<file path="src/rtl/rng_harvest_ctrl.sv">
// rng_harvest_ctrl: sequences the ring-oscillator entropy source.
// Releases the ring, waits out a warm-up period, samples the XOR-folded
// ring taps at a programmable interval, packs 32 bits per word into a
// small FIFO, and shuts the ring down when a repetition-count health test
// detects a stuck source.
module rng_harvest_ctrl #(
    parameter int NTAPS      = 32,
    parameter int FIFO_DEPTH = 4,
    parameter int RCT_LIMIT  = 32
) (
    input  logic             clk,
    input  logic             reset_global,
    input  logic             start,
    input  logic [15:0]      warmup_cycles,
    input  logic [15:0]      sample_period,
    input  logic [NTAPS-1:0] ring_taps,
    input  logic             rd_ready,
    output logic             ring_reset,
    output logic [31:0]      word_out,
    output logic             word_valid,
    output logic [2:0]       fifo_level,
    output logic             health_fail,
    output logic [2:0]       state,
    output logic [31:0]      words_total
);

    localparam int AW = $clog2(FIFO_DEPTH);
    localparam int RW = $clog2(RCT_LIMIT + 1);

    typedef enum logic [2:0] {
        ST_IDLE    = 3'd0,
        ST_WARMUP  = 3'd1,
        ST_HARVEST = 3'd2,
        ST_STALL   = 3'd3,
        ST_FAULT   = 3'd4
    } state_t;

    state_t            cur_state;
    state_t            nxt_state;

    logic [NTAPS-1:0]  sync1;
    logic [NTAPS-1:0]  sync2;
    logic              sample_bit;

    logic [15:0]       warm_cnt;
    logic [15:0]       period_cnt;
    logic [15:0]       period_last;
    logic              tick;

    logic [31:0]       shift_reg;
    logic [4:0]        bit_cnt;
    logic [31:0]       full_word;
    logic              word_done;

    logic [RW-1:0]     rct_cnt;
    logic [RW-1:0]     rct_next;
    logic              prev_bit;
    logic              rct_trip;

    logic [31:0]       mem [FIFO_DEPTH];
    logic [AW:0]       wr_ptr;
    logic [AW:0]       rd_ptr;
    logic [AW:0]       level;
    logic              fifo_full;
    logic              pop;
    logic              space;
    logic              push;
    logic [31:0]       push_data;

    assign sample_bit  = ^sync2;
    assign period_last = (sample_period == 16'd0) ? 16'd0 : sample_period - 16'd1;
    assign tick        = (cur_state == ST_HARVEST) && (period_cnt >= period_last);
    assign full_word   = {shift_reg[30:0], sample_bit};
    assign word_done   = tick && (bit_cnt == 5'd31);
    assign rct_next    = ((rct_cnt == '0) || (sample_bit != prev_bit)) ? RW'(1) : rct_cnt + RW'(1);
    assign rct_trip    = tick && (rct_next == RW'(RCT_LIMIT));

    assign level       = wr_ptr - rd_ptr;
    assign fifo_full   = (level == (AW+1)'(FIFO_DEPTH));
    assign word_valid  = (level != '0);
    assign pop         = word_valid && rd_ready;
    assign space       = !fifo_full || pop;
    assign fifo_level  = 3'(level);
    assign word_out    = word_valid ? mem[rd_ptr[AW-1:0]] : 32'd0;

    assign state       = cur_state;
    assign ring_reset  = !(cur_state inside {ST_WARMUP, ST_HARVEST, ST_STALL});
    assign health_fail = (cur_state == ST_FAULT);

    // Two-flop synchronizer bringing the free-running ring taps into clk.
    always_ff @(posedge clk or posedge reset_global) begin
        if (reset_global) begin
            sync1 <= '0;
            sync2 <= '0;
        end else begin
            sync1 <= ring_taps;
            sync2 <= sync1;
        end
    end

    // Controller state register.
    always_ff @(posedge clk or posedge reset_global) begin
        if (reset_global) cur_state <= ST_IDLE;
        else              cur_state <= nxt_state;
    end

    // Next-state logic; a deasserted start always wins, a health trip beats word completion.
    always_comb begin
        nxt_state = cur_state;
        push      = 1'b0;
        push_data = shift_reg;
        case (cur_state)
            ST_IDLE: begin
                if (start) nxt_state = ST_WARMUP;
            end
            ST_WARMUP: begin
                if (!start)                          nxt_state = ST_IDLE;
                else if (warm_cnt >= warmup_cycles)  nxt_state = ST_HARVEST;
            end
            ST_HARVEST: begin
                if (!start) begin
                    nxt_state = ST_IDLE;
                end else if (rct_trip) begin
                    nxt_state = ST_FAULT;
                end else if (word_done) begin
                    if (space) begin
                        push      = 1'b1;
                        push_data = full_word;
                    end else begin
                        nxt_state = ST_STALL;
                    end
                end
            end
            ST_STALL: begin
                if (!start) begin
                    nxt_state = ST_IDLE;
                end else if (space) begin
                    push      = 1'b1;
                    push_data = shift_reg;
                    nxt_state = ST_HARVEST;
                end
            end
            ST_FAULT: begin
                if (!start) nxt_state = ST_IDLE;
            end
            default: nxt_state = ST_IDLE;
        endcase
    end

    // Warm-up and sample-period counters; the period counter freezes while stalled.
    always_ff @(posedge clk or posedge reset_global) begin
        if (reset_global) begin
            warm_cnt   <= '0;
            period_cnt <= '0;
        end else begin
            warm_cnt <= (cur_state == ST_WARMUP) ? warm_cnt + 16'd1 : 16'd0;
            if (cur_state == ST_WARMUP)       period_cnt <= '0;
            else if (cur_state == ST_HARVEST) period_cnt <= tick ? 16'd0 : period_cnt + 16'd1;
        end
    end

    // Bit packing; a word that cannot be pushed stays parked in the shift register.
    always_ff @(posedge clk or posedge reset_global) begin
        if (reset_global) begin
            shift_reg <= '0;
            bit_cnt   <= '0;
        end else if ((cur_state == ST_WARMUP) || (nxt_state == ST_IDLE) || (nxt_state == ST_FAULT)) begin
            bit_cnt   <= '0;
        end else if (tick) begin
            shift_reg <= full_word;
            bit_cnt   <= bit_cnt + 5'd1;
        end
    end

    // Repetition-count health test over successive sampled bits.
    always_ff @(posedge clk or posedge reset_global) begin
        if (reset_global) begin
            rct_cnt  <= '0;
            prev_bit <= 1'b0;
        end else if (cur_state == ST_WARMUP) begin
            rct_cnt  <= '0;
            prev_bit <= 1'b0;
        end else if (tick) begin
            rct_cnt  <= rct_next;
            prev_bit <= sample_bit;
        end
    end

    // Output word FIFO and running push count.
    always_ff @(posedge clk or posedge reset_global) begin
        if (reset_global) begin
            for (int i = 0; i < FIFO_DEPTH; i++) mem[i] <= '0;
            wr_ptr      <= '0;
            rd_ptr      <= '0;
            words_total <= '0;
        end else begin
            if (push) begin
                mem[wr_ptr[AW-1:0]] <= push_data;
                wr_ptr              <= wr_ptr + 1'b1;
                words_total         <= words_total + 32'd1;
            end
            if (pop) rd_ptr <= rd_ptr + 1'b1;
        end
    end

endmodule

</file>
<file path="config.mk">
export PLATFORM = sky130hd
export DESIGN_NAME = rng_harvest_ctrl
export DESIGN_NICKNAME = d
export VERILOG_FILES = /design/src/rtl/rng_harvest_ctrl.sv
export SDC_FILE = /design/constraint.sdc
export NUM_CORES = 1
export LEC_CHECK = 0
export CAP_MARGIN = 20
export CELL_PAD_IN_SITES_DETAIL_PLACEMENT = 0
export CELL_PAD_IN_SITES_GLOBAL_PLACEMENT = 1
export CORE_ASPECT_RATIO = 0.5
export CORE_MARGIN = 5
export CORE_UTILIZATION = 42
export DETAILED_ROUTE_END_ITERATION = 8
export GPL_ROUTABILITY_DRIVEN = 0
export PLACE_DENSITY_LB_ADDON = 0.12
export REMOVE_ABC_BUFFERS = 1
export SLEW_MARGIN = 20
export SYNTH_ARGS = -nofsm -noshare
export SYNTH_HDL_FRONTEND = slang
export SYNTH_SLANG_ARGS = --single-unit
</file>
<file path="constraint.sdc">
create_clock -name clk -period 12.4 [get_ports clk]
set_clock_uncertainty 0.05 [all_clocks]
set_input_delay 3.72 -clock clk [delete_from_list [all_inputs] [get_ports clk]]
set_output_delay 3.72 -clock clk [all_outputs]
set_load 0.03 [all_outputs]
</file>
==> impl_metrics.ini <==
[run_status]
status = finished, final reports clean

[global_route]
grt_pass1_wl_mm = 57.10
grt_max_degree = 85
grt_overflow_total = 0
grt_pass1_vias = 10350
antenna_found_initial = 0
track_usage = 0.1805

[timing]
tightestPinTransition_ns = 1.055
final.period_utilization = 0.7307
timing.fmax_ghz = 0.1104
setup_viol = 0
drv_slew = 0
final-hold-violation-count = 0
holdWs_ns = 0.2983
min_period_ns = 9.060
slew_headroom = 0.2967
finalSetupTns_ns = 0
rsz0062_at_grt = no

[floorplan]
die_area_um2 = 38030
die_y_um = 140.4
fp.dieW_um = 270.8
rows = 47
coreArea_um2 = 33280
io_pins = 141
start_util = 0.4293

[worst_setup_path]
max_stage_delay_ns = 0.79
critical_path_class = in2reg
start_kind = input pin
cp-end-kind = flip-flop
worstPathMaxFanout = 39
slowest_stage = and2_1
arrival_ns = 9.47
worst-path-buf-inv = 3
crit_path_cell_trace = clkdlybuf4s50_1 > or4_1 > nor3_1 > nand2_1 > nor4_1 > xor2_1 > nand2_1 > ha_1 > nand4_1 > nor4_4 > o221ai_2 > o22ai_4 > nand4_1 > o211ai_2 > buf_4 > and2_1 > buf_4 > mux2_1
required_ns = 12.81
cp_top_family = simple AND/OR/NAND/NOR gates

[yosys]
synth.area.top_cells = dfrtp_1 54%, a2bb2oi_1 7.7%, mux4_2 5.0%
yosys.area.top_type = dfrtp_1
synth_area_um2 = 14290
async_flop_share = 1.000
syn_inst = 1216
synth_top_cell_area_share = 0.5412
synth.distinct_cells = 64
ys_seq_area_frac = 0.5412
ys_ff_latch = 309
ys_warn_count = 0
synth_edf_count = 0
avgSynthCellArea_um2 = 11.75
synth_ff_type = dfrtp_1

[detailed_routing]
remaining_drc_errors = 0
drtPass1Iterations = 5
via_per_inst = 5.458
wl_per_cell_um = 19.10
routed_wl_mm = 34.28
drtAntennaViolNets = 0
drt_iter0_drc = 584
via_count = 9798

[place]
hpwl_mm = 21.82
place_area_um2 = 16070
io_buffers = 140

[clocking]
cts_buffers = 29
cts_root_buffer = clkbuf_16
clock_sink_count = 309
tritoncts = yes
h-tree-depth = 1
post_cts_buffers = 0
cts.path.max_buffers = 3
cts.clk_slew.worst_paths_ns = 0.07
clk_latency_ns = 0.58
cts_resized = 0
hold_buffers = 0

[job]
maxCapViolCount = 0

[finish]
n_fill_cell = 2892
fin_area_um2 = 17100
largest_register_ffs = 128
drive_gt1_frac = 0.08715
regMostFlops = mem
finalNetCount = 1449
syn2layout_area_growth_pct = 19.70
num_antenna_cells = 0

[power]
vdd_drop_max_mv = 0.09538
power_density_nw_per_um2 = 135.1
p_leak_nw = 7.624

[worst_hold_path]
hold_class = reg2reg
==> layout make-up <==
type / instances / area (µm²) / area share
Sequential cell: 309 / 7734 / 0.4522
Clock buffer: 39 / 843.3 / 0.04931
Inverter: 65 / 251.5 / 0.01470
Tap cell: 441 / 551.8 / 0.03226
Multi-Input combinational cell: 771 / 6002 / 0.3509
Clock inverter: 13 / 188.9 / 0.01105
Timing Repair Buffer: 157 / 1533 / 0.08961
==> layout by cell type, fill, tap and decap left out, types with 3 or more instances in the layout <==
cell | synthesis | layout
dfrtp_1 | 309 | 308
clkdlybuf4s50_1 | 0 | 140
a2bb2oi_1 | 125 | 125
o21ai_0 | 71 | 71
xnor2_1 | 70 | 70
nand2_1 | 66 | 66
inv_1 | 65 | 64
ha_1 | 47 | 46
nor2_1 | 45 | 45
and2_1 | 43 | 43
xor2_1 | 37 | 37
mux4_2 | 32 | 32
nand3_1 | 31 | 31
o22ai_1 | 31 | 31
clkbuf_16 | 0 | 29
a21oi_1 | 28 | 28
nand4_1 | 26 | 26
and3_1 | 17 | 17
buf_4 | 8 | 16
nor3_1 | 10 | 9
nor4_1 | 8 | 8
clkbuf_8 | 0 | 8
o21ai_1 | 8 | 7
nand2b_1 | 5 | 5
o21a_1 | 5 | 5
or3_1 | 5 | 5
clkinv_2 | 0 | 5
mux2_2 | 4 | 4
a211oi_1 | 4 | 4
and4_1 | 4 | 4
nor4b_1 | 4 | 4
bufinv_16 | 0 | 4
nor2b_1 | 3 | 3
nand4b_1 | 3 | 3
a2111oi_0 | 3 | 3
a21o_1 | 3 | 3
==> per-layer routing <==
metal,global-route usage,share of wire,wire (µm)
met3,0.03383,0.037,1274
met4,0.03177,0.014,494
met2,0.2986,0.47,16250
met5,0,0,0
met1,0.2540,0.47,16270
==> cell families (layout without fill, tap and decap cells) <==
group,after synthesis,after routing,synth area share
compound gates,293,293,0.1464
xor+xnor,110,110,0.06997
fa+ha+maj,48,48,0.04256
buf+inv,136,274,0.03958
flops,309,309,0.5412
mux,38,38,0.05517
simple gates,282,282,0.1052
==> power breakdown <==
| group | internal, mW | switching (mW) |
|---|---|---|
| Combinational | 0.129 | 0.183 |
| Sequential | 1.02 | 0.00822 |
| Clock | 0.562 | 0.404 |
==> worst paths after layout <==
| kind | start | end | slack, ns | cells after the start |
|---|---|---|---|---|
| max reg2reg | rd_ptr[0]$_DFFE_PP0P_ | mem[32]$_DFFE_PP0P_ | 7.41 | 14 |
| min reg2reg | sync1[17]$_DFF_PP0_ | sync2[17]$_DFF_PP0_ | 0.30 | 0 |
| max in group asynchronous | reset_global | mem[20]$_DFFE_PP0P_ | 7.32 | 3 |
| min | sync1[17]$_DFF_PP0_ | sync2[17]$_DFF_PP0_ | 0.30 | 0 |
| min in group asynchronous | reset_global | period_cnt[7]$_DFFE_PP0P_ | 3.56 | 2 |
| max | sample_period[3] | mem[32]$_DFFE_PP0P_ | 3.34 | 18 |
==> synth_stat cells, drive strengths merged, types with 6 or more instances <==
cell type  count
inv           65
nand3         32
nor2          45
and2          43
buf           28
o22ai         32
a21oi         28
nor4           9
o21ai         79
dfrtp        309
nand2         66
mux2           6
nor3          10
ha            47
nand4         26
xnor2         71
clkbuf        43
a2bb2oi      125
mux4          32
and3          17
xor2          37
==> stage by stage <==
stage | instances | setup WS [ns] | utilization | power (mW)
2_1_floorplan | 1145 | 0.08560 | - | 1.259
3_5_place_dp | 1743 | 2.780 | 0.4827 | 1.370
4_1_cts | 1795 | 3.362 | 0.5138 | 2.346
3_3_place_gp | 1743 | 2.854 | 0.4827 | 1.368
5_1_grt | 1795 | 2.969 | 0.5139 | 2.405
6_report | 1795 | 3.340 | 0.5139 | 2.311
(Power assumes the default switching activity.)
